--- src/rtl/run_ctrl_pkg.sv ---
// run_ctrl_pkg: shared types and widths for the run controller.
//   run_state_t : controller FSM state encoding
//   CYC_W       : width of the RUN cycle counter
//   ADDR_W      : data-memory address width
//   DATA_W      : data-memory read data / checksum width
package run_ctrl_pkg;

  localparam int unsigned CYC_W  = 16;
  localparam int unsigned ADDR_W = 8;
  localparam int unsigned DATA_W = 8;

  typedef enum logic [2:0] {
    IDLE,
    RST,
    REQ,
    RUN,
    DUMP,
    DONE
  } run_state_t;

endpackage

--- src/rtl/run_ctrl_timer.sv ---
// run_timer: saturating RUN cycle counter.
//   clk   : clock, rising edge
//   reset : asynchronous active-low reset (count -> 0)
//   clr   : synchronous clear, has priority over en
//   en    : increment request; the count holds at all-ones
//   count : current count
//   tc    : high while count equals TERM
module run_timer
  import run_ctrl_pkg::*;
#(
  parameter logic [CYC_W-1:0] TERM = '1
) (
  input  logic             clk,
  input  logic             reset,
  input  logic             clr,
  input  logic             en,
  output logic [CYC_W-1:0] count,
  output logic             tc
);

  always_ff @(posedge clk or negedge reset) begin
    if (!reset) begin
      count <= '0;
    end else if (clr) begin
      count <= '0;
    end else if (en && (count != '1)) begin
      count <= count + 1'b1;
    end
  end

  assign tc = (count == TERM);

endmodule

--- src/rtl/run_ctrl.sv ---
// run_ctrl: sequences one program run on a core: holds the core in reset,
// pulses req, counts RUN cycles until done or timeout, optionally reads back
// a data-memory window and XORs it into a checksum.
//   clk         : clock, rising edge
//   reset       : asynchronous active-low reset
//   start       : host request to run one program (IDLE/DONE only)
//   cpu_done    : core done flag (sampled in RUN only)
//   cpu_req     : core req input, one cycle in REQ
//   cpu_rst     : core active-high synchronous reset
//   mem_addr    : data-memory read address (RD_BASE outside DUMP)
//   mem_rd_data : asynchronous read data for mem_addr
//   busy        : high in RST, REQ, RUN, DUMP
//   finished    : high in DONE
//   timed_out   : last run hit TIMEOUT
//   cycles      : RUN cycle count of the last run
//   checksum    : XOR of the read-back bytes
// Build option: define RUN_CTRL_CHECKSUM_EN to include the DUMP read-back;
// otherwise checksum is 0 and mem_addr stays at RD_BASE.
module run_ctrl
  import run_ctrl_pkg::*;
#(
  parameter logic [CYC_W-1:0]  TIMEOUT = 16'd50000,
  parameter logic [ADDR_W-1:0] RD_BASE = 8'd0,
  parameter logic [ADDR_W-1:0] RD_LEN  = 8'd64
) (
  input  logic              clk,
  input  logic              reset,
  input  logic              start,
  input  logic              cpu_done,
  output logic              cpu_req,
  output logic              cpu_rst,
  output logic [ADDR_W-1:0] mem_addr,
  input  logic [DATA_W-1:0] mem_rd_data,
  output logic              busy,
  output logic              finished,
  output logic              timed_out,
  output logic [CYC_W-1:0]  cycles,
  output logic [DATA_W-1:0] checksum
);

  localparam logic [CYC_W-1:0] TERM = TIMEOUT - CYC_W'(1);

  run_state_t state, state_nxt;
  logic       rst_second;
  logic       tc;

  run_timer #(
    .TERM (TERM)
  ) u_timer (
    .clk   (clk),
    .reset (reset),
    .clr   (state == REQ),
    .en    ((state == RUN) && !cpu_done),
    .count (cycles),
    .tc    (tc)
  );

`ifdef RUN_CTRL_CHECKSUM_EN
  // RD_LEN of 0 wraps to 256 bytes: last address is RD_BASE - 1.
  localparam logic [ADDR_W-1:0] LAST_ADDR = RD_BASE + RD_LEN - ADDR_W'(1);
`endif

  always_comb begin
    state_nxt = state;
    case (state)
      IDLE:    if (start) state_nxt = RST;
      RST:     if (rst_second) state_nxt = REQ;
      REQ:     state_nxt = RUN;
      RUN: begin
        // done wins over the terminal count in the same cycle
        if (cpu_done) begin
`ifdef RUN_CTRL_CHECKSUM_EN
          state_nxt = DUMP;
`else
          state_nxt = DONE;
`endif
        end else if (tc) begin
          state_nxt = DONE;
        end
      end
`ifdef RUN_CTRL_CHECKSUM_EN
      DUMP:    if (mem_addr == LAST_ADDR) state_nxt = DONE;
`endif
      DONE:    if (start) state_nxt = RST;
      default: state_nxt = IDLE;
    endcase
  end

  // Outputs are registered from the next state so they change with it.
  always_ff @(posedge clk or negedge reset) begin
    if (!reset) begin
      state      <= IDLE;
      rst_second <= 1'b0;
      cpu_rst    <= 1'b1;
      cpu_req    <= 1'b0;
      busy       <= 1'b0;
      finished   <= 1'b0;
      timed_out  <= 1'b0;
    end else begin
      state      <= state_nxt;
      rst_second <= (state == RST) && !rst_second;
      cpu_rst    <= (state_nxt == IDLE) || (state_nxt == RST) || (state_nxt == DONE);
      cpu_req    <= (state_nxt == REQ);
      busy       <= (state_nxt != IDLE) && (state_nxt != DONE);
      finished   <= (state_nxt == DONE);
      if (state == REQ) begin
        timed_out <= 1'b0;
      end else if ((state == RUN) && !cpu_done && tc) begin
        timed_out <= 1'b1;
      end
    end
  end

`ifdef RUN_CTRL_CHECKSUM_EN
  always_ff @(posedge clk or negedge reset) begin
    if (!reset) begin
      mem_addr <= RD_BASE;
      checksum <= '0;
    end else begin
      if (state == REQ) begin
        checksum <= '0;
      end else if (state == DUMP) begin
        checksum <= checksum ^ mem_rd_data;
      end
      if ((state == DUMP) && (mem_addr != LAST_ADDR)) begin
        mem_addr <= mem_addr + 1'b1;
      end else begin
        mem_addr <= RD_BASE;
      end
    end
  end
`else
  logic unused_rd;
  assign unused_rd = ^{mem_rd_data, RD_LEN};
  assign mem_addr  = RD_BASE;
  assign checksum  = '0;
`endif

endmodule

--- config.mk ---
export PLATFORM = sky130hd
export DESIGN_NAME = run_ctrl
export DESIGN_NICKNAME = d
export VERILOG_FILES = /design/src/rtl/run_ctrl_pkg.sv /design/src/rtl/run_ctrl_timer.sv /design/src/rtl/run_ctrl.sv
export SDC_FILE = /design/constraint.sdc
export NUM_CORES = 1
export LEC_CHECK = 0
export CELL_PAD_IN_SITES_DETAIL_PLACEMENT = 0
export CELL_PAD_IN_SITES_GLOBAL_PLACEMENT = 2
export CORE_MARGIN = 5
export CORE_UTILIZATION = 35
export CTS_BUF_LIST = sky130_fd_sc_hd__clkbuf_4 sky130_fd_sc_hd__clkbuf_8
export DETAILED_ROUTE_END_ITERATION = 7
export DONT_BUFFER_PORTS = 1
export MAX_ROUTING_LAYER = met4
export PLACE_DENSITY = 0.87
export SLEW_MARGIN = 25
export SYNTH_ARGS = -nofsm -noshare
export SYNTH_HDL_FRONTEND = slang
export SYNTH_SLANG_ARGS = --single-unit
--- constraint.sdc ---
create_clock -name clk -period 1.8 [get_ports clk]
set_clock_uncertainty 0.15 [all_clocks]
set_input_delay 0.36 -clock clk [delete_from_list [all_inputs] [get_ports clk]]
set_output_delay 0.36 -clock clk [all_outputs]
set_load 0.01 [all_outputs]
# Yosys cells after proc, flatten, opt, wreduce, memory -nomap -nowiden
# Cells that the tools add are included.
[totals] word_cells=43 in_bits=12 mem_bits_ro=0 latch_bits=0 ff_bits=25 out_inout_bits=37 ramBits=0 mem_count=0
[classes] n_bitwise=0 div=0 muxes=9 n_mul=0 n_shift=0 magnitude_cmp=0 n_eq_ne=10 reduce_logical=15 addsub=1
[op_table] cell="$mux 16" n=2
[op_table] cell="$add 16x1->16 const B" n=1
[op_table] cell="$eq 16x16->1 const B" n=1
[op_table] cell="$ne 16x16->1 const B" n=1
[op_table] cell="$mux 3" n=4
[op_table] cell="$pmux 3 s4" n=1
[op_table] cell="$eq 3x2->1 const B" n=3
[op_table] cell="$eq 3x1->1 const B" n=2
[op_table] cell="$eq 3x3->1 const B" n=2
[op_table] cell="$logic_not 3->1" n=2
[op_table] cell="$logic_and 1x1->1" n=5
[op_table] cell="$reduce_bool 2->1" n=2
[op_table] cell="$ne 3x3->1 const B" n=1
[op_table] cell="$reduce_bool 3->1" n=1
[op_table] cell="$logic_not 1->1" n=2
[op_table] cell="$logic_or 1x1->1" n=2
[op_table] cell="$mux 1" n=2
[op_table] cell="$reduce_or 2->1" n=1

# Logic depth before layout (Yosys ltp)
# Gate-level depths: netlist (run 1).
[logic_depth] word_depth=7 ltp_mapped=6 depth_no_buf=5

# Hierarchy
# A second synthesis (run 1) with hierarchy kept.
[unflattened] cells_unflattened=147 hier_area_um2=1485.2
[by_module_without_submodules] mod="run_timer" cells_per_inst=100 area_each_um2=982.2 seq_area_each_um2=400.4 n_inst=1
[by_module_without_submodules] mod="run_ctrl" cells_per_inst=47 area_each_um2=503.0 seq_area_each_um2=226.5 n_inst=1

# Least setup slack after synthesis (run 1)
# Ideal clock, no wire load.
[synth_path] kind="flip-flop to flip-flop" from="reg u_timer.count[0]" to="reg u_timer.count[15]" period_less_slack_ns=1.999 path_buffers=1 stages_incl_launch_ff=7 arrival_ns=1.770 setup_time_ns=0.079 required_time_ns=1.571 setup_slack_ns=-0.199 cell_sequence="dfrtp_1 > ha_1 > nand3_1 > or4_1 > buf_2 > nand4_1 > mux2i_1"
[synth_between] elab_chain_cells=3 elab_cells_between_ends=6 cone_classes="add/sub: 1; eq/ne: 1; mux: 2; reduce/logical: 2"
[synth_rtl] element="start, declared" line="run_ctrl_timer.sv:17" source="output logic [CYC_W-1:0] count,"
[synth_rtl] element="start signal, assigned" line="run_ctrl_timer.sv:27" source="count <= count + 1'b1;"
[synth_rtl] element="$add 16x1->16 or $ne 16x16->1 (tied branches)" line="run_ctrl_timer.sv:27, run_ctrl_timer.sv:26"
[synth_rtl] element="$mux 16 or $logic_and 1x1->1 (tied branches)" line="run_ctrl_timer.sv:26" source="end else if (en && (count != '1)) begin"
[synth_rtl] element="$mux 16 or $reduce_bool 2->1 (tied branches)"
# Several ways; a longest one is shown, not always the timed one. The select of a mux whose other input is x is not followed.
# A chain may end at the register's enable or synchronous reset.

# Final worst setup path (run 1)
[layout_path] from="reg u_timer.count[4]" to="reg u_timer.count[14]"
# Same word-level chain as after synthesis.

==> flow_metrics.py, run 1 <==
metrics = {
    "worst_setup_path": {
        "path_max_fanout": 6,
        "critPathLaunchType": "flop",
        "critPathKind": "flop to flop",
        "cp_cell_sequence": "buf_4 > buf_4 > buf_4 > o2111ai_2 > buf_6 > or4_4 > a21oi_2",
        "crit_path_top_delay_cell": "or4_4",
        "crit_top_cell": "buf_4",
        "arrival_ns": 1.97,
        "critical_path_required_ns": 1.86,
        "cp-end-kind": "flop",
        "slowest_delay_ns": 0.48,
    },
    "cells_and_area": {
        "final_area_sq_mm": 0.002156,
        "layout-drive-gt1-share_pct": 49.76,
        "instances_no_fill": 259,
        "area_growth_pct": 43.58,
        "final_common_cell": "buf_4",
        "insertedDiodeCount": 0,
        "final_cell_mix": "buf_4, dfrtp_1, conb_1",
        "fin_nets": 223,
    },
    "grt": {
        "grt_max_degree": 26,
        "grt_pass1_wl_um": 6851,
        "grtUsageTotal_pct": 16.29,
        "grt_overflow": 0,
        "grt_pass1_vias": 1450,
        "antenna_found_initial": 0,
    },
    "timing": {
        "fin_tns_setup_ns": -0.8400,
        "slew_viol_final": 0,
        "worst_slack_ns": -0.1070,
        "rsz0062_at_grt": "true",
        "period_share_pct": 105.9,
        "max_freq_mhz": 524.4,
        "setup_viol": 19,
        "fin_crit_ns": 1.907,
        "finalHoldViolations": 0,
    },
    "run_status": {
        "violations": "setup timing",
        "outcome": "complete, but fails checks",
    },
    "synthesis": {
        "avgSynthCellArea_sq_um": 9.813,
        "yosys_register_bits": 25,
        "synth_edf_count": 0,
        "syn_inst": 153,
        "yosys_warnings": 0,
        "postSynth.asyncResetShare_pct": 100.0,
        "netlist_area_sq_mm": 0.001501,
        "ys.flop_type": "dfrtp_1",
        "seq_area_frac_synth_pct": 41.75,
        "synth_cell_types": 43,
    },
    "clock_network": {
        "insertion_delay_ns": 0.28,
        "numCtsBuffers": 3,
        "root_buffer": "clkbuf_8",
        "ctsLongestPathBuffers": 2,
        "cts.sinks": 25,
        "cts_tree": "yes",
        "htree_levels": 1,
        "path_clk_slew_ns": 0.10,
    },
    "power": {
        "peakVddDrop_mv": 0.6183,
        "switchingPower_mw": 0.8572,
        "switching_share_pct": 37.61,
        "p_int_mw": 1.422,
        "total_power_mw": 2.279,
        "power.leakage_nw": 0.9822,
        "pwr-share-seq_pct": 37.4,
        "clkPwrFrac_pct": 16.0,
        "p_per_area_mw_per_mm2": 1057,
        "combPwrFrac_pct": 46.6,
    },
    "route": {
        "via_count": 1389,
        "drtAntennaViolNets": 0,
        "drt_iter0_drc": 65,
        "dr.pass1.iters": 4,
        "viasPerCell": 5.363,
        "wl_per_cell_um": 17.04,
        "routed_wirelength_um": 4413,
        "drc": 0,
    },
    "floorplan": {
        "die_h_um": 75.50,
        "row_count": 23,
        "floorplan.initialDensity_pct": 36.74,
        "die_area_sq_mm": 0.005700,
        "io-pin-count": 49,
        "coreArea_sq_mm": 0.004086,
        "fp.dieW_um": 75.50,
    },
    "worst_hold_path": {
        "hp-class": "input port to flop",
    },
    "place": {
        "dp.cells": 242,
        "port_buffers": 0,
        "postPlaceCellArea_sq_mm": 0.001863,
        "gp_congestion": 0.8502,
        "dp_hpwl_um": 2967,
        "dp_slack_ns": -0.1028,
    },
    "run": {
        "maxCapViolCount": 0,
    },
}
per-stage QoR:
step                hold slack, ns  util (%)
floorplan                 -0.08559         -
global placement          -0.08460     45.59
detailed placement        -0.08458     45.59
CTS                         0.2202     49.94
global route                0.2117     52.76
finish                      0.2076     52.76
layout make-up:
cell class | count | area (sq um)
fill | 368 | 1931
multi-input combinational | 118 | 925.9
sequential | 25 | 630.6
timing repair buffer | 59 | 476.7
tap | 50 | 62.56
clock buffer | 3 | 41.29
inverter | 3 | 11.26
clock inverter | 1 | 7.507
Yosys cell counts, drive strengths merged (2+ instances only):
cell / instances / share of area, %
dfrtp: 24 / 40
buf: 19 / 9.4
nand2: 12 / 3.0
a21oi: 9 / 3.0
nand3: 9 / 3.8
nand4: 9 / 4.2
mux2i: 8 / 5.3
or4: 7 / 3.5
nor2: 6 / 1.5
o31ai: 5 / 2.5
nor4: 4 / 3.5
o21ai: 4 / 1.3
or2: 4 / 1.7
clkbuf: 3 / 0.75
inv: 3 / 0.75
a32o: 2 / 1.3
and3: 2 / 0.83
and4: 2 / 1.2
nand2b: 2 / 0.83
nor3: 2 / 0.67
o21a: 2 / 1.1
or3: 2 / 0.83
cells by family after synthesis:
kind of cell	share of synthesized area, %
buffers and inverters	10.92
AOI/OAI and AO/OA	10.75
DFF	41.75
other	0.2498
adders and majority gates	1.500
and+or+nand+nor	29.50
muxes	5.334
worst max-delay path, delay by kind of cell (launching register included):
| family | cells | cell delay (ns) |
|---|---|---|
| and+or+nand+nor | 1 | 0.48 |
| DFF | 1 | 0.43 |
| buffers and inverters | 4 | 0.51 |
| AOI/OAI and AO/OA | 2 | 0.27 |
state kept, by name, summed over array words and instances (netlist names):
signal,cells
busy,1
cpu_req,1
cpu_rst,1
finished,1
rst_second,1
state,3
timed_out,1
u_timer.count,16
per-layer routing:
| metal | wire (um) | part of all wire, % | up-vias | GRT usage [%] |
|---|---|---|---|---|
| li1 | - | - | 648 | - |
| met4 | 84 | 1.9 | 0 | 6.214 |
| met3 | 243 | 5.5 | 9 | 3.430 |
| met1 | 1915 | 43 | 697 | 19.02 |
| met5 | 0 | 0 | - | - |
| met2 | 2170 | 49 | 35 | 27.42 |
power by group through the flow:
stage               registers, mW  logic, mW  clock network (mW)
floorplan                   0.904      0.488                   0
global placement            0.856      0.848                   0
detailed placement          0.863      0.881                   0
CTS                         0.850      0.954               0.365
global route                0.871       1.15               0.381
finish                      0.853       1.06               0.364
final timing paths:
check                      slack, ns           endpoint  depth (start not counted)              from
max                            -0.11  u_timer.count[14]                          7  u_timer.count[4]
min                             0.21           state[1]                          2          cpu_done
max reg2reg                    -0.11  u_timer.count[14]                          7  u_timer.count[4]
min reg2reg                     0.29         rst_second                          1        rst_second
max in group asynchronous       0.91            cpu_rst                          2             reset
min in group asynchronous       0.34   u_timer.count[5]                          2             reset
timing repair:
action,CTS,global route
hold buffers,2,0
setup buffers,7,5
pin swaps,8,22
setup endpoints to repair,17,21
endpoints found under the hold margin,25,0
resized for setup,9,19
cloned,0,0
(Power assumes the default switching activity.)
==> run 2, diff against run 1 <==
--- a/config.mk
+++ b/config.mk
@@ -7,11 +7,10 @@
 export LEC_CHECK = 0
 export CELL_PAD_IN_SITES_DETAIL_PLACEMENT = 0
 export CELL_PAD_IN_SITES_GLOBAL_PLACEMENT = 2
-export CORE_MARGIN = 5
-export CORE_UTILIZATION = 35
+export CORE_MARGIN = 10
+export CORE_UTILIZATION = 25
 export CTS_BUF_LIST = sky130_fd_sc_hd__clkbuf_4 sky130_fd_sc_hd__clkbuf_8
 export DETAILED_ROUTE_END_ITERATION = 7
-export DONT_BUFFER_PORTS = 1
 export MAX_ROUTING_LAYER = met4
 export PLACE_DENSITY = 0.87
 export SLEW_MARGIN = 25
==> flow_metrics.py, run 2 (synthesis results as in run 1) <==
metrics = {
    "grt": {
        "grt_pass1_vias": 1487,
        "grt_max_degree": 26,
        "grt_overflow": 0,
        "antenna_found_initial": 0,
        "grtUsageTotal_pct": 8.978,
        "grt_pass1_wl_um": 7100,
    },
    "cells_and_area": {
        "largest_register_ffs": 16,
        "final_cell_mix": "buf_4, dfrtp_1, dlygate4sd2_1",
        "instances_no_fill": 313,
        "fin_util_pct": 41.69,
        "final_common_cell": "buf_4",
        "layout-drive-gt1-share_pct": 46.22,
        "fin_nets": 252,
        "area_growth_pct": 63.42,
        "top_regs": "u_timer.count: 16 flops, state: 3 flops",
        "top_register": "u_timer.count",
        "final_area_sq_mm": 0.002454,
        "insertedDiodeCount": 0,
    },
    "timing": {
        "max_freq_mhz": 533.1,
        "fin_tns_setup_ns": -0.4331,
        "period_share_pct": 104.2,
        "worst_slack_ns": -0.07587,
        "fin_crit_ns": 1.876,
        "finalHoldViolations": 0,
        "hold_slack_ns": 0.2774,
        "rsz0062_at_grt": "true",
        "setup_viol": 10,
        "slew_viol_final": 0,
    },
    "worst_setup_path": {
        "critical_path_required_ns": 1.87,
        "cp-end-kind": "flop",
        "crit_path_top_delay_cell": "or4_4",
        "slowest_delay_ns": 0.54,
        "arrival_ns": 1.94,
        "critPathKind": "flop to flop",
        "critPathLaunchType": "flop",
        "path_max_fanout": 5,
        "cp_top_family": "simple AND/OR/NAND/NOR gates",
        "cp_cell_sequence": "or4_4 > nor4_4 > o21a_2 > a32o_1",
        "crit_buf_inv": 0,
    },
    "place": {
        "dp_hpwl_um": 3195,
        "gp_congestion": 0.8488,
        "dp_slack_ns": -0.4109,
        "dp.cells": 290,
        "port_buffers": 24,
        "postPlaceCellArea_sq_mm": 0.002140,
    },
    "route": {
        "drtAntennaViolNets": 0,
        "routed_wirelength_um": 4450,
        "drc": 0,
        "via_count": 1427,
        "wl_per_cell_um": 14.22,
        "viasPerCell": 4.559,
        "drt_iter0_drc": 49,
        "dr.pass1.iters": 4,
    },
    "floorplan": {
        "floorplan.initialDensity_pct": 25.51,
        "coreArea_sq_mm": 0.005886,
        "die_h_um": 97.50,
        "io-pin-count": 49,
        "fp.dieW_um": 97.50,
        "row_count": 28,
        "die_area_sq_mm": 0.009505,
    },
    "clock_network": {
        "root_buffer": "clkbuf_8",
        "cts_tree": "yes",
        "cts.sinks": 25,
        "ctsLongestPathBuffers": 2,
        "ctsHoldBuffers": 0,
        "numCtsBuffers": 3,
        "path_clk_slew_ns": 0.09,
        "htree_levels": 1,
        "insertion_delay_ns": 0.27,
    },
    "power": {
        "total_power_mw": 2.378,
        "p_per_area_mw_per_mm2": 969.3,
        "peakVddDrop_mv": 0.6342,
        "power.leakage_nw": 1.178,
    },
    "worst_hold_path": {
        "hp-class": "flop to flop",
    },
    "run": {
        "maxCapViolCount": 0,
    },
    "run_status": {
        "outcome": "complete, but fails checks",
        "violations": "setup timing",
    },
}
run 2: routing by layer:
metal | global-route usage [%] | share of wire (%) | vias up | wire, um
li1 | - | - | 705 | -
met1 | 10.72 | 47 | 681 | 2100
met2 | 14.46 | 47 | 37 | 2077
met3 | 2.987 | 5.3 | 4 | 235
met4 | 1.678 | 0.81 | 0 | 36
met5 | - | 0 | - | 0
run 2: path summary, 6_finish.rpt:
path | from | endpoint | slack, ns | cells after the start
worst max-delay path | u_timer.count[13] | state[2] | -0.08 | 4
worst min-delay path | rst_second | rst_second | 0.28 | 1
worst max register to register | u_timer.count[13] | state[2] | -0.08 | 4
worst min register to register | rst_second | rst_second | 0.28 | 1
max in group asynchronous | reset | cpu_rst | 0.89 | 2
min in group asynchronous | reset | u_timer.count[12] | 0.31 | 2
run 2: worst reg2reg max path, cell delays in order (launching register included):
cell	delay [ns]
dfrtp_1	0.43
or4_4	0.54
nor4_4	0.33
o21a_2	0.23
a32o_1	0.15
run 2: repair_timing:
item                                    CTS  global route
endpoints found under the setup margin   33            23
pin swaps                                19            15
setup buffers                            15             5
resized for setup                        29            20
run 2: area by class of cell:
cell class / instances / area [sq um]
clock buffers: 3 / 41.29
clock inverters: 1 / 5.005
fillers: 582 / 3432
inverters: 3 / 11.26
multi-input cells: 118 / 930.9
flip-flops and latches: 25 / 630.6
well taps: 75 / 93.84
repair buffers: 88 / 740.7
run 2: report_power, final:
| group | leakage, nW | switching, mW | internal (mW) |
|---|---|---|---|
| clock | 0.0255 | 0.193 | 0.155 |
| sequential | 0.327 | 0.101 | 0.712 |
| combinational | 0.826 | 0.570 | 0.647 |
